## config.mk

```make
export PLATFORM = sky130hd
export DESIGN_NAME = bus_const_narrower_flat
export DESIGN_NICKNAME = d
export VERILOG_FILES = /design/src/rtl/bus_const_narrower_if.sv /design/src/rtl/bus_const_narrower.sv /design/src/flat_wrapper.sv
export SDC_FILE = /design/constraint.sdc
export NUM_CORES = 1
export LEC_CHECK = 0
export CORE_AREA = 5 5 58 60
export CTS_CLUSTER_SIZE = 25
export DETAILED_ROUTE_END_ITERATION = 10
export DIE_AREA = 0 0 63 65
export HOLD_SLACK_MARGIN = 0.1
export PLACE_DENSITY = 0.76
export SYNTH_ARGS = -nofsm -noshare
export SYNTH_HDL_FRONTEND = slang
export SYNTH_SLANG_ARGS = --single-unit
```

## constraint.sdc

```tcl
create_clock -name clk -period 2.1 [get_ports clk]
set_clock_uncertainty 0.1 [all_clocks]
set_input_delay 0.315 -clock clk [delete_from_list [all_inputs] [get_ports clk]]
set_output_delay 0.315 -clock clk [all_outputs]
set_load 0.03 [all_outputs]
```

## src/rtl/bus_const_narrower_if.sv

```systemverilog
// Constant-path bundle between the bus sampler and its operand consumer.
// master = bus/consumer side; slave = the narrowing block.
interface bus_const_narrower_if #(
  parameter int BUS_W   = 8,
  parameter int FIELD_W = 4
);
  logic [BUS_W-1:0]   dataBus;
  logic               ld;
  logic               ldReady;
  logic [FIELD_W-1:0] constOut;
  logic               constOvf;
  logic               constValid;
  logic               constReady;
  logic               dropErr;
  logic [7:0]         satCount;
  logic               clrErr;

  modport master (
    output dataBus, ld, constReady, clrErr,
    input  ldReady, constOut, constOvf, constValid, dropErr, satCount
  );

  modport slave (
    input  dataBus, ld, constReady, clrErr,
    output ldReady, constOut, constOvf, constValid, dropErr, satCount
  );
endinterface

```

## src/rtl/bus_const_narrower.sv

```systemverilog
// Samples the data bus on ld, saturates it to a signed FIELD_W operand and queues it; 1-cycle
// capture-to-valid latency, ldReady is a registered !full, and loads arriving while full are dropped and flagged.
module bus_const_narrower #(
  parameter int BUS_W   = 8,
  parameter int FIELD_W = 4,
  parameter int DEPTH   = 2
) (
  input logic                 clk,
  input logic                 rst_n,
  bus_const_narrower_if.slave bus
);
  localparam int AW = $clog2(DEPTH);
  localparam int PW = AW + 1;

  localparam logic signed [BUS_W-1:0] SMAX = BUS_W'((1 <<< (FIELD_W - 1)) - 1);
  localparam logic signed [BUS_W-1:0] SMIN = BUS_W'(-(1 <<< (FIELD_W - 1)));
  localparam logic [FIELD_W-1:0] FMAX = {1'b0, {(FIELD_W - 1){1'b1}}};
  localparam logic [FIELD_W-1:0] FMIN = {1'b1, {(FIELD_W - 1){1'b0}}};

  logic [FIELD_W:0]   mem [DEPTH];
  logic [PW-1:0]      wr_ptr, rd_ptr, wr_ptr_nxt, rd_ptr_nxt;
  logic               ld_ready_q;
  logic               drop_err_q;
  logic [7:0]         sat_cnt_q;
  logic [FIELD_W-1:0] field;
  logic               ovf;
  logic               push, pop, drop, empty, full_nxt;
  logic signed [BUS_W-1:0] v;

  assign v = $signed(bus.dataBus);

  always_comb begin
    field = bus.dataBus[FIELD_W-1:0];
    ovf   = 1'b0;
    if (v > SMAX) begin
      field = FMAX;
      ovf   = 1'b1;
    end else if (v < SMIN) begin
      field = FMIN;
      ovf   = 1'b1;
    end
  end

  // A full FIFO refuses the load even if the consumer pops on the same edge.
  assign empty      = (wr_ptr == rd_ptr);
  assign push       = bus.ld & ld_ready_q;
  assign drop       = bus.ld & ~ld_ready_q;
  assign pop        = ~empty & bus.constReady;
  assign wr_ptr_nxt = wr_ptr + PW'(push);
  assign rd_ptr_nxt = rd_ptr + PW'(pop);
  assign full_nxt   = (wr_ptr_nxt[PW-1] != rd_ptr_nxt[PW-1]) &&
                      (wr_ptr_nxt[AW-1:0] == rd_ptr_nxt[AW-1:0]);

  always_ff @(posedge clk or negedge rst_n) begin
    if (!rst_n) begin
      wr_ptr     <= '0;
      rd_ptr     <= '0;
      ld_ready_q <= 1'b1;
      for (int i = 0; i < DEPTH; i++) mem[i] <= '0;
    end else begin
      wr_ptr     <= wr_ptr_nxt;
      rd_ptr     <= rd_ptr_nxt;
      ld_ready_q <= ~full_nxt;
      if (push) mem[wr_ptr[AW-1:0]] <= {ovf, field};
    end
  end

  // clrErr outranks any drop or saturation landing on the same edge.
  always_ff @(posedge clk or negedge rst_n) begin
    if (!rst_n) begin
      drop_err_q <= 1'b0;
      sat_cnt_q  <= 8'd0;
    end else if (bus.clrErr) begin
      drop_err_q <= 1'b0;
      sat_cnt_q  <= 8'd0;
    end else begin
      if (drop) drop_err_q <= 1'b1;
      if (push && ovf && sat_cnt_q != 8'hFF) sat_cnt_q <= sat_cnt_q + 8'd1;
    end
  end

  assign bus.ldReady    = ld_ready_q;
  assign bus.constValid = ~empty;
  assign bus.constOut   = mem[rd_ptr[AW-1:0]][FIELD_W-1:0];
  assign bus.constOvf   = mem[rd_ptr[AW-1:0]][FIELD_W];
  assign bus.dropErr    = drop_err_q;
  assign bus.satCount   = sat_cnt_q;
endmodule
```

## src/flat_wrapper.sv

```systemverilog
// flat-port wrapper written by rule: the top's interface ports become plain ports
module bus_const_narrower_flat 
#(
  parameter int BUS_W   = 8,
  parameter int FIELD_W = 4,
  parameter int DEPTH   = 2
)
  (clk, rst_n, bus_dataBus, bus_ld, bus_constReady, bus_clrErr, bus_ldReady, bus_constOut, bus_constOvf, bus_constValid, bus_dropErr, bus_satCount);
  bus_const_narrower_if #(.BUS_W(BUS_W), .FIELD_W(FIELD_W)) bus_i ();
  input logic clk;
  input logic rst_n;
  input wire logic [$bits(bus_i.dataBus)-1:0] bus_dataBus;
  input wire logic [$bits(bus_i.ld)-1:0] bus_ld;
  input wire logic [$bits(bus_i.constReady)-1:0] bus_constReady;
  input wire logic [$bits(bus_i.clrErr)-1:0] bus_clrErr;
  output wire logic [$bits(bus_i.ldReady)-1:0] bus_ldReady;
  output wire logic [$bits(bus_i.constOut)-1:0] bus_constOut;
  output wire logic [$bits(bus_i.constOvf)-1:0] bus_constOvf;
  output wire logic [$bits(bus_i.constValid)-1:0] bus_constValid;
  output wire logic [$bits(bus_i.dropErr)-1:0] bus_dropErr;
  output wire logic [$bits(bus_i.satCount)-1:0] bus_satCount;
  assign bus_i.dataBus = bus_dataBus;
  assign bus_i.ld = bus_ld;
  assign bus_i.constReady = bus_constReady;
  assign bus_i.clrErr = bus_clrErr;
  assign bus_ldReady = bus_i.ldReady;
  assign bus_constOut = bus_i.constOut;
  assign bus_constOvf = bus_i.constOvf;
  assign bus_constValid = bus_i.constValid;
  assign bus_dropErr = bus_i.dropErr;
  assign bus_satCount = bus_i.satCount;
  bus_const_narrower #(.BUS_W(BUS_W), .FIELD_W(FIELD_W), .DEPTH(DEPTH)) u_core (.clk(clk), .rst_n(rst_n), .bus(bus_i));
endmodule
```

==> metrics.txt, run 1 <==
status finished, final reports clean; crit path cell chain clkdlybuf4s50_1; Area Growth Syn to Fin 30.9%; Worst VDD drop around 790 µV; TritonCTS clock tree built; Die Width 63 µm; Clock Sinks 24; ant diodes 0; Yosys warnings 0; Vias 1078; Finished Layout Cells 193; startpoint types flop; largest net degree at the start of global routing 25; setup TNS 0 ns; CP required roughly 1.7 ns; simple-gate area share of the yosys netlist 16.9%; Inserted Clock Buffers 3; unrepaired setup endpoints after global routing false; drt drc 0; post-DR vias/cell 5.59; FMAX 512 MHz; XOR/XNOR share of the synthesized area 4.00%; LEAKAGE 0.722 nW; CP Max Fanout 3; overall routing resource usage 14.0%; CP delay by family, top buffers and inverters; Post-synth top flop dfrtp_1; Core ar. 0.00288 mm²; fill count 234; largest family of logic cells by synthesized area simple AND/OR/NAND/NOR gates; max-cap violation count 0; post-cts hold buffer count 0; clock transition at the registers of the reported paths 0.14 ns; crit path DAT approximately 1.5 ns; Initial Util 45.7%; Period minus WS final between 1.5 and 2 ns; final slew viol count 0; final WL 2810 µm; grt total ovfl 0; post-route ant nets 0; Die Span Y 65 µm; slowest stage delay, CP 0.66 ns; synthesized flop and latch total 24; Placed Cells 189; IO Pins 29; Root Driver clkbuf_4; first-pass GRT wire length 4740 µm; Syn Nets 140; number of global-route vias before repair 1070; IO buf count 28; Iter 0 DRT Violations 38; Tightest Pin Transition 0.433 ns; Crit Path Category flop to output pin; Synth async-reset ratio 100%; Fin. Hold Viols 0; sequential area share after synthesis 45.8%; Hold WC Path Type input port to async pin; Mapped Cells between 100 and 150; number of synthesized flops with an enable pin 0; final setup vio count 0; die area 0.00410 mm²; Fin Hold WS 0.242 ns; Power Density approximately 1100 mW/mm²; Rows 20; share of cells above drive strength 1 23.8%; CTS max path bufs 2; clk_lat worst skew 0.31 ns; Post-DP HPWL 2120 µm; synthesized cell area 0.00132 mm²; Util after Layout 59.8%; GPL Wtd Cong ~0.89; DR pass1 iterations 5; Yosys cell types 29; CTS H-Tree Depth 1; fraction of the mapped netlist area in compound gates 9.04%; initial antenna violation count 0; CP endpoint kind output pin; area share of fa/ha/maj cells after synthesis 3.81%; wire length per cell 14.6 µm; Buffers & Inverters on Critical Path 1; Rel. slew slack around 71%; Mapped Avg Cell Area 10.7 µm²; Final period util roughly 93%; nets 178; Crit-path slowest cell clkdlybuf4s50_1; post-synthesis mux area share between 10 and 15%
worst paths after layout:
kind,startpoint,end,slack [ns],cells past startpoint
min reg2reg,u_core.mem[5],u_core.mem[5],0.42,1
min,rst_n,u_core.rd_ptr[1],0.24,2
max,u_core.bus.ldReady,bus_ldReady,0.15,1
max reg2reg,u_core.bus.satCount[0],u_core.bus.satCount[5],0.18,6
max in group asynchronous,rst_n,u_core.bus.ldReady,1.38,2
min in group clk,u_core.mem[5],u_core.mem[5],0.42,1
sequential cells by signal (all words and copies together) (netlist names):
signal	cells
u_core.rd_ptr	2
u_core.bus.dropErr	1
u_core.bus.ldReady	1
u_core.bus.satCount	8
u_core.mem	10
u_core.wr_ptr	2
per-layer routing:
| metal | track usage, % | wire length (µm) | vias to the layer above |
|---|---|---|---|
| met5 | 0 | 0 | - |
| met4 | 4.77 | 25 | 0 |
| met3 | 1.73 | 117 | 2 |
| met2 | 24.7 | 1450 | 29 |
| met1 | 17.5 | 1220 | 533 |
| li1 | - | - | 514 |
cell families (layout without fill, tap and decap cells):
kind of cell / count (synthesis) / count (layout)
buffers and inverters: 16 / 53
DFF: 24 / 24
xor gates and xnor gates: 6 / 6
and+or+nand+nor: 39 / 39
adders and majority gates: 4 / 4
AOI/OAI and AO/OA: 17 / 17
muxes: 17 / 17
metrics by stage:
stage	power, mW	setup WS (ns)	cell area (µm²)
detailed placement	1.79	-0.0716	1690
floorplan	1.41	0.146	1320
finish	1.94	0.147	1720
CTS	1.97	0.129	1720
global placement	1.74	-0.0447	1690
global route	2.06	0.0683	1720
where the power goes:
group / internal (mW) / total (mW) / switching (mW)
Sequential: 0.618 / 0.728 / 0.109
Combinational: 0.457 / 0.976 / 0.518
Clock: 0.106 / 0.242 / 0.136
Yosys cell counts (2+ instances only):
| cell type | number | area, µm² |
|---|---|---|
| nand2_1 | 8 | 30.0 |
| o21ai_0 | 4 | 20.0 |
| nand3_1 | 5 | 25.0 |
| and2_1 | 2 | 12.5 |
| inv_1 | 7 | 26.3 |
| xnor2_1 | 3 | 26.3 |
| nor2_1 | 4 | 15.0 |
| xor2_1 | 3 | 26.3 |
| or4_1 | 3 | 22.5 |
| mux2_2 | 14 | 158 |
| nand4_1 | 4 | 25.0 |
| nor4_1 | 5 | 31.3 |
| ha_1 | 4 | 50.1 |
| buf_6 | 2 | 22.5 |
| mux2i_1 | 2 | 20.0 |
| nor2b_1 | 3 | 18.8 |
| dfrtp_1 | 23 | 576 |
| clkbuf_1 | 6 | 22.5 |
| o2bb2ai_1 | 3 | 26.3 |
| o31ai_1 | 3 | 22.5 |
| or3_1 | 2 | 12.5 |
| a21oi_1 | 6 | 30.0 |
area by class of cell:
| type | instances | area, µm² | share of cell area [%] |
|---|---|---|---|
| repair buffers | 42 | 378 | 21.9 |
| inverters | 7 | 26.3 | 1.53 |
| well taps | 33 | 41.3 | 2.40 |
| clock buffers | 4 | 36.3 | 2.11 |
| flip-flops and latches | 24 | 603 | 35.0 |
| multi-input cells | 83 | 637 | 37.0 |
what timing repair did:
action | in CTS | in global routing
buffers inserted | 0 | 0
endpoints found under the setup margin | 6 | 0
resized for setup | 7 | 0
cells in the final DEF, fill, tap and decap left out, types with 4 or more instances in the layout:
master | Yosys | final
clkdlybuf4s50_1 | 0 | 22
dfrtp_1 | 23 | 22
mux2_2 | 14 | 14
buf_4 | 0 | 14
nand2_1 | 8 | 8
inv_1 | 7 | 7
a21oi_1 | 6 | 6
dlygate4sd2_1 | 0 | 6
nor4_1 | 5 | 5
nand3_1 | 5 | 5
o21ai_0 | 4 | 4
nand4_1 | 4 | 4
nor2_1 | 4 | 4
ha_1 | 4 | 4
(Power assumes the default switching activity.)
==> run 2, diff against run 1 <==
--- a/config.mk
+++ b/config.mk
@@ -5,12 +5,11 @@
 export SDC_FILE = /design/constraint.sdc
 export NUM_CORES = 1
 export LEC_CHECK = 0
-export CORE_AREA = 5 5 58 60
+export CORE_AREA = 5 5 76 78
 export CTS_CLUSTER_SIZE = 25
 export DETAILED_ROUTE_END_ITERATION = 10
-export DIE_AREA = 0 0 63 65
+export DIE_AREA = 0 0 81 83
 export HOLD_SLACK_MARGIN = 0.1
-export PLACE_DENSITY = 0.76
 export SYNTH_ARGS = -nofsm -noshare
 export SYNTH_HDL_FRONTEND = slang
 export SYNTH_SLANG_ARGS = --single-unit
==> run 2 against run 1 <==
Power grew 8.2%; non-clock buffer count increased by 1; final cell count rose by 20%; fmax shrank 0.46%; sequential power about the same; largest power group unchanged; critical path depth increased by 5; final area grew 5.4%.
==> metrics.txt, run 2 (synthesized netlist as in run 1, its figures left out) <==
status finished, final reports clean; post-DR vias/cell 4.30 (-23%); Die Width 81 µm (+29%); CP required 2.19 ns (+0.51 ns); Initial Util 26.2% (-19 points); Rel. slew slack 61.8% (-9.2 points); R2R cell count 6 (unchanged); slowest stage delay, CP 0.54 ns (-0.12 ns); initial antenna violation count 0 (unchanged); IO buf count 28 (unchanged); LEAKAGE 0.747 nW (+3.5%); drt drc 0 (unchanged); Root Driver clkbuf_8; Core ar. 0.00501 mm² (+74%); GPL Wtd Cong 0.740 (-16%); most frequent cells in the layout clkdlybuf4s50_1 (22), dfrtp_1 (22), buf_4 (15); CP Max Fanout 10 (+7); CP endpoint kind flop; Iter 0 DRT Violations 27 (-29%); final slew viol count 0 (unchanged); DR pass1 iterations 4 (-1); nets 179 (+0.56%); Util after Layout 36.2% (-24 points); CTS H-Tree Depth 1 (unchanged); Critical R2R Launch u_core.bus.satCount[0]; Final period util 93.4% (+0.43 points); Period minus WS final 1.96 ns (+0.00904 ns); wire length per cell 12.0 µm (-18%); post-cts hold buffer count 0 (unchanged); crit path cell chain clkdlybuf4s50_1, or4_4, o22ai_4, buf_4, o21ai_0, a21oi_1; Inserted Clock Buffers 3 (unchanged); fill count 526 (+120%); IO Pins 29 (unchanged); post-route ant nets 0 (unchanged); first-pass GRT wire length 4960 µm (+4.7%); CTS max path bufs 2 (unchanged); Die Span Y 83 µm (+28%); die area 0.00672 mm² (+64%); Vias 994 (-7.8%); startpoint types input port; final WL 2770 µm (-1.4%); crit path DAT 2.05 ns (+0.51 ns); CP delay by family, top buffers and inverters; largest net degree at the start of global routing 25 (unchanged); clock transition at the registers of the reported paths 0.08 ns (-0.06 ns); Clock Sinks 24 (unchanged); share of cells above drive strength 1 24.2% (+0.47 points); TritonCTS clock tree built; Power Density 1160 mW/mm² (+2.7%); FMAX 510 MHz (-0.46%); grt total ovfl 0 (unchanged); overall routing resource usage 9.18% (-4.8 points); ant diodes 0 (unchanged); final setup vio count 0 (unchanged); Fin. Hold Viols 0 (unchanged); Hold WC Path Type input port to async pin; Post-DP HPWL 2140 µm (+0.80%); Worst VDD drop 461 µV (-42%); Crit-path slowest cell or4_4; number of global-route vias before repair 1070 (unchanged); Reg with most FFs u_core.mem; max reg flops 10 (unchanged); Crit Path Category input port to flop; Buffers & Inverters on Critical Path 2 (+1); multi-input logic area 637 µm² (unchanged); Sequential cell area 603 µm² (unchanged); unrepaired setup endpoints after global routing false; setup TNS 0 ns (unchanged); post-CTS resize count 6 (-1); clk_lat worst skew 0.26 ns (-0.05 ns); max-cap violation count 0 (unchanged); post-CTS setup buffer count 0 (unchanged); RR Endpoint u_core.bus.satCount[6]; Tightest Pin Transition 0.566 ns (+0.133 ns); flop-to-flop setup slack 0.21 ns (+0.03 ns); Rows 26 (+30%); Area Growth Syn to Fin 38.0%
## run 2: changes by cell type in the layout (fill, tap and decap cells not counted)
| cell | delta |
|---|---|
| buf_4 | +1 |
| bufinv_16 | +1 |
| clkbuf_4 | -3 |
| clkbuf_8 | +2 |
| dlymetal6s2s_1 | +1 |
| dlygate4sd2_1 | -1 |
## run 2: final cells by class
type                            instances  area share, %
Timing Repair Buffer                   43           21.4
Clock buffer                            3           2.28
Sequential cell                        24           33.2
Clock inverter                          1           1.66
Tap cell                               70           4.83
Multi-Input combinational cell         83           35.1
Inverter                                7           1.45
## run 2: through the flow
stage / total power [mW] / setup WS (ns) / area (µm²) / std cells / hold slack [ns]
floorplan: 1.41 / 0.146 / 1320 / 123 / -0.0806
global placement: 1.77 / -0.118 / 1750 / 227 / 0.385
detailed placement: 1.78 / -0.123 / 1750 / 227 / 0.390
CTS: 2.15 / 0.00376 / 1810 / 231 / 0.312
global route: 2.26 / 0.0165 / 1810 / 231 / 0.331
finish: 2.10 / 0.138 / 1810 / 231 / 0.306
## run 2: where the power goes
part	internal, mW	switching (mW)
clock network	0.255	0.146
registers	0.619	0.106
logic	0.473	0.504
total	1.35	0.756
## run 2: metal layers
| layer | global-route usage, % | routed length (µm) | vias up |
|---|---|---|---|
| met3 | 3.35 | 149 | 2 |
| met5 | 0 | 0 | - |
| met4 | 1.38 | 10 | 0 |
| met1 | 11.3 | 1240 | 459 |
| met2 | 15.4 | 1370 | 18 |
| li1 | - | - | 515 |
## run 2: how the worst max path moves through the flow
stage	start	to	slack [ns]	cells after the start
after floorplan	u_core.bus.satCount[0]	u_core.bus.satCount[5]	0.15	6
after global placement	bus_dataBus[4]	u_core.bus.satCount[1]	-0.12	6
after detailed placement	bus_dataBus[4]	u_core.bus.satCount[1]	-0.12	6
after CTS	u_core.rd_ptr[0]	bus_constValid	0.004	3
after global routing	u_core.bus.satCount[0]	u_core.bus.satCount[6]	0.02	6
final	bus_dataBus[4]	u_core.bus.satCount[1]	0.14	6
==> run 3, diff against run 2 <==
--- a/config.mk
+++ b/config.mk
@@ -10,6 +10,7 @@
 export DETAILED_ROUTE_END_ITERATION = 10
 export DIE_AREA = 0 0 81 83
 export HOLD_SLACK_MARGIN = 0.1
+export SKIP_CTS_REPAIR_TIMING = 1
 export SYNTH_ARGS = -nofsm -noshare
 export SYNTH_HDL_FRONTEND = slang
 export SYNTH_SLANG_ARGS = --single-unit
==> run 3 against run 2 <==
Final cell count unchanged; setup slack better by 0.00053 ns; combinational power up 4%; first-iteration DRC count unchanged; hold slack about the same; clock-buffer cell count unchanged; via count up 0.20%; critical endpoint unchanged.
==> metrics.txt, run 3 (synthesized netlist as in run 1, its figures left out) <==
slowest stage delay, CP 0.54 ns (about the same); Die Span Y 83 µm (unchanged); ant diodes 0 (unchanged); Tightest Pin Transition 0.566 ns (unchanged); Rel. slew slack 61.8% (unchanged); Clock Sinks 24 (unchanged); Core ar. 0.00501 mm² (unchanged); crit path DAT 2.05 ns (about the same); Fin Hold WS 0.307 ns (+0.000327 ns); Period minus WS final 1.96 ns (-0.000531 ns); IO buf count 28 (unchanged); initial antenna violation count 0 (unchanged); post-DR vias/cell 4.31 (+0.20%); final WL 2780 µm (+0.25%); most frequent cells in the layout clkdlybuf4s50_1 (22), dfrtp_1 (22), buf_4 (15); final total power 2.14 mW (+1.9%); CP required 2.19 ns (about the same); wire length per cell 12.0 µm (+0.25%); dpl ws -0.123 ns (unchanged); IO Pins 29 (unchanged); LEAKAGE 0.781 nW (+4.5%); Post-DP HPWL 2140 µm (unchanged); max-cap violation count 0 (unchanged); CTS max path bufs 2 (unchanged); CP endpoint kind flop; status finished, final reports clean; Power Density 1170 mW/mm² (+0.81%); Iter 0 DRT Violations 27 (unchanged); Finished Layout Cells 231 (unchanged); max reg flops 10 (unchanged); final setup vio count 0 (unchanged); CTS H-Tree Depth 1 (unchanged); Hold WC Path Type input port to async pin; Vias 996 (+0.20%); Crit-path slowest cell or4_4; DP Area 0.00175 mm² (unchanged); setup TNS 0 ns (unchanged); number of global-route vias before repair 1070 (unchanged); startpoint types input port; Initial Util 26.2% (unchanged); die area 0.00672 mm² (unchanged); GPL Wtd Cong 0.740 (unchanged); clk_lat worst skew 0.26 ns (about the same); final slew viol count 0 (unchanged); Crit Path Category input port to flop; Worst VDD drop 461 µV (about the same); Inserted Clock Buffers 3 (unchanged); crit path cell chain clkdlybuf4s50_1, or4_4, o22ai_4, buf_4, o21ai_0, a21oi_1; clock transition at the registers of the reported paths 0.08 ns (about the same); first-pass GRT wire length 4960 µm (unchanged); Fin. Hold Viols 0 (unchanged); Placed Cells 227 (unchanged); Util after Layout 36.6% (+0.37 points); share of cells above drive strength 1 24.2% (unchanged); Reg with most FFs u_core.mem; Die Width 81 µm (unchanged); Final Cell Area 0.00183 mm² (+1.0%); grt total ovfl 0 (unchanged); drt drc 0 (unchanged); worst setup margin 0.139 ns (+0.000531 ns); FMAX 510 MHz (about the same); post-route ant nets 0 (unchanged); Final period util 93.4% (about the same); CP Max Fanout 10 (unchanged); DR pass1 iterations 4 (unchanged); Rows 26 (unchanged); unrepaired setup endpoints after global routing false; largest net degree at the start of global routing 25 (unchanged); Area Growth Syn to Fin 39.4%; nets 179 (unchanged); fill count 523 (-0.57%); Root Driver clkbuf_8; overall routing resource usage 9.18% (unchanged); TritonCTS clock tree built
-- run 3: routing by layer --
metal	vias to the layer above	wire length (µm)	share of wire [%]	GRT usage [%]
met4	0	10	0.36	1.38
met2	18	1380	50	15.4
met3	2	153	5.5	3.35
met1	461	1240	44	11.3
met5	-	0	0	0
li1	515	-	-	-
-- run 3: where the power goes --
group          internal (mW)  switching, mW
logic                  0.512          0.505
registers              0.619          0.106
clock network          0.255          0.146
-- run 3: cell type report --
cell class | instances | area, µm² | share of cell area [%]
clock buffer | 3 | 41.3 | 2.25
clock inverter | 1 | 30.0 | 1.64
inverter | 7 | 26.3 | 1.43
multi-input combinational | 83 | 637 | 34.7
sequential | 24 | 603 | 32.9
tap | 70 | 87.6 | 4.78
timing repair buffer | 43 | 408 | 22.3
-- run 3: worst paths after layout --
check / to / cells past startpoint / start / slack [ns]
setup reg to reg: u_core.bus.satCount[6] / 6 / u_core.bus.satCount[0] / 0.21
hold reg to reg: u_core.mem[1] / 1 / u_core.mem[1] / 0.41
min in group clk: u_core.mem[1] / 1 / u_core.mem[1] / 0.41
setup / recovery: u_core.bus.satCount[1] / 6 / bus_dataBus[4] / 0.14
max in group asynchronous: u_core.bus.ldReady / 2 / rst_n / 1.30
hold / removal: u_core.mem[0] / 2 / rst_n / 0.31
-- run 3: critical path: cells and delay by family --
kind,cells,cell delay [ns]
AOI/OAI and AO/OA,3,0.46
buffers and inverters,2,0.73
and+or+nand+nor,1,0.54
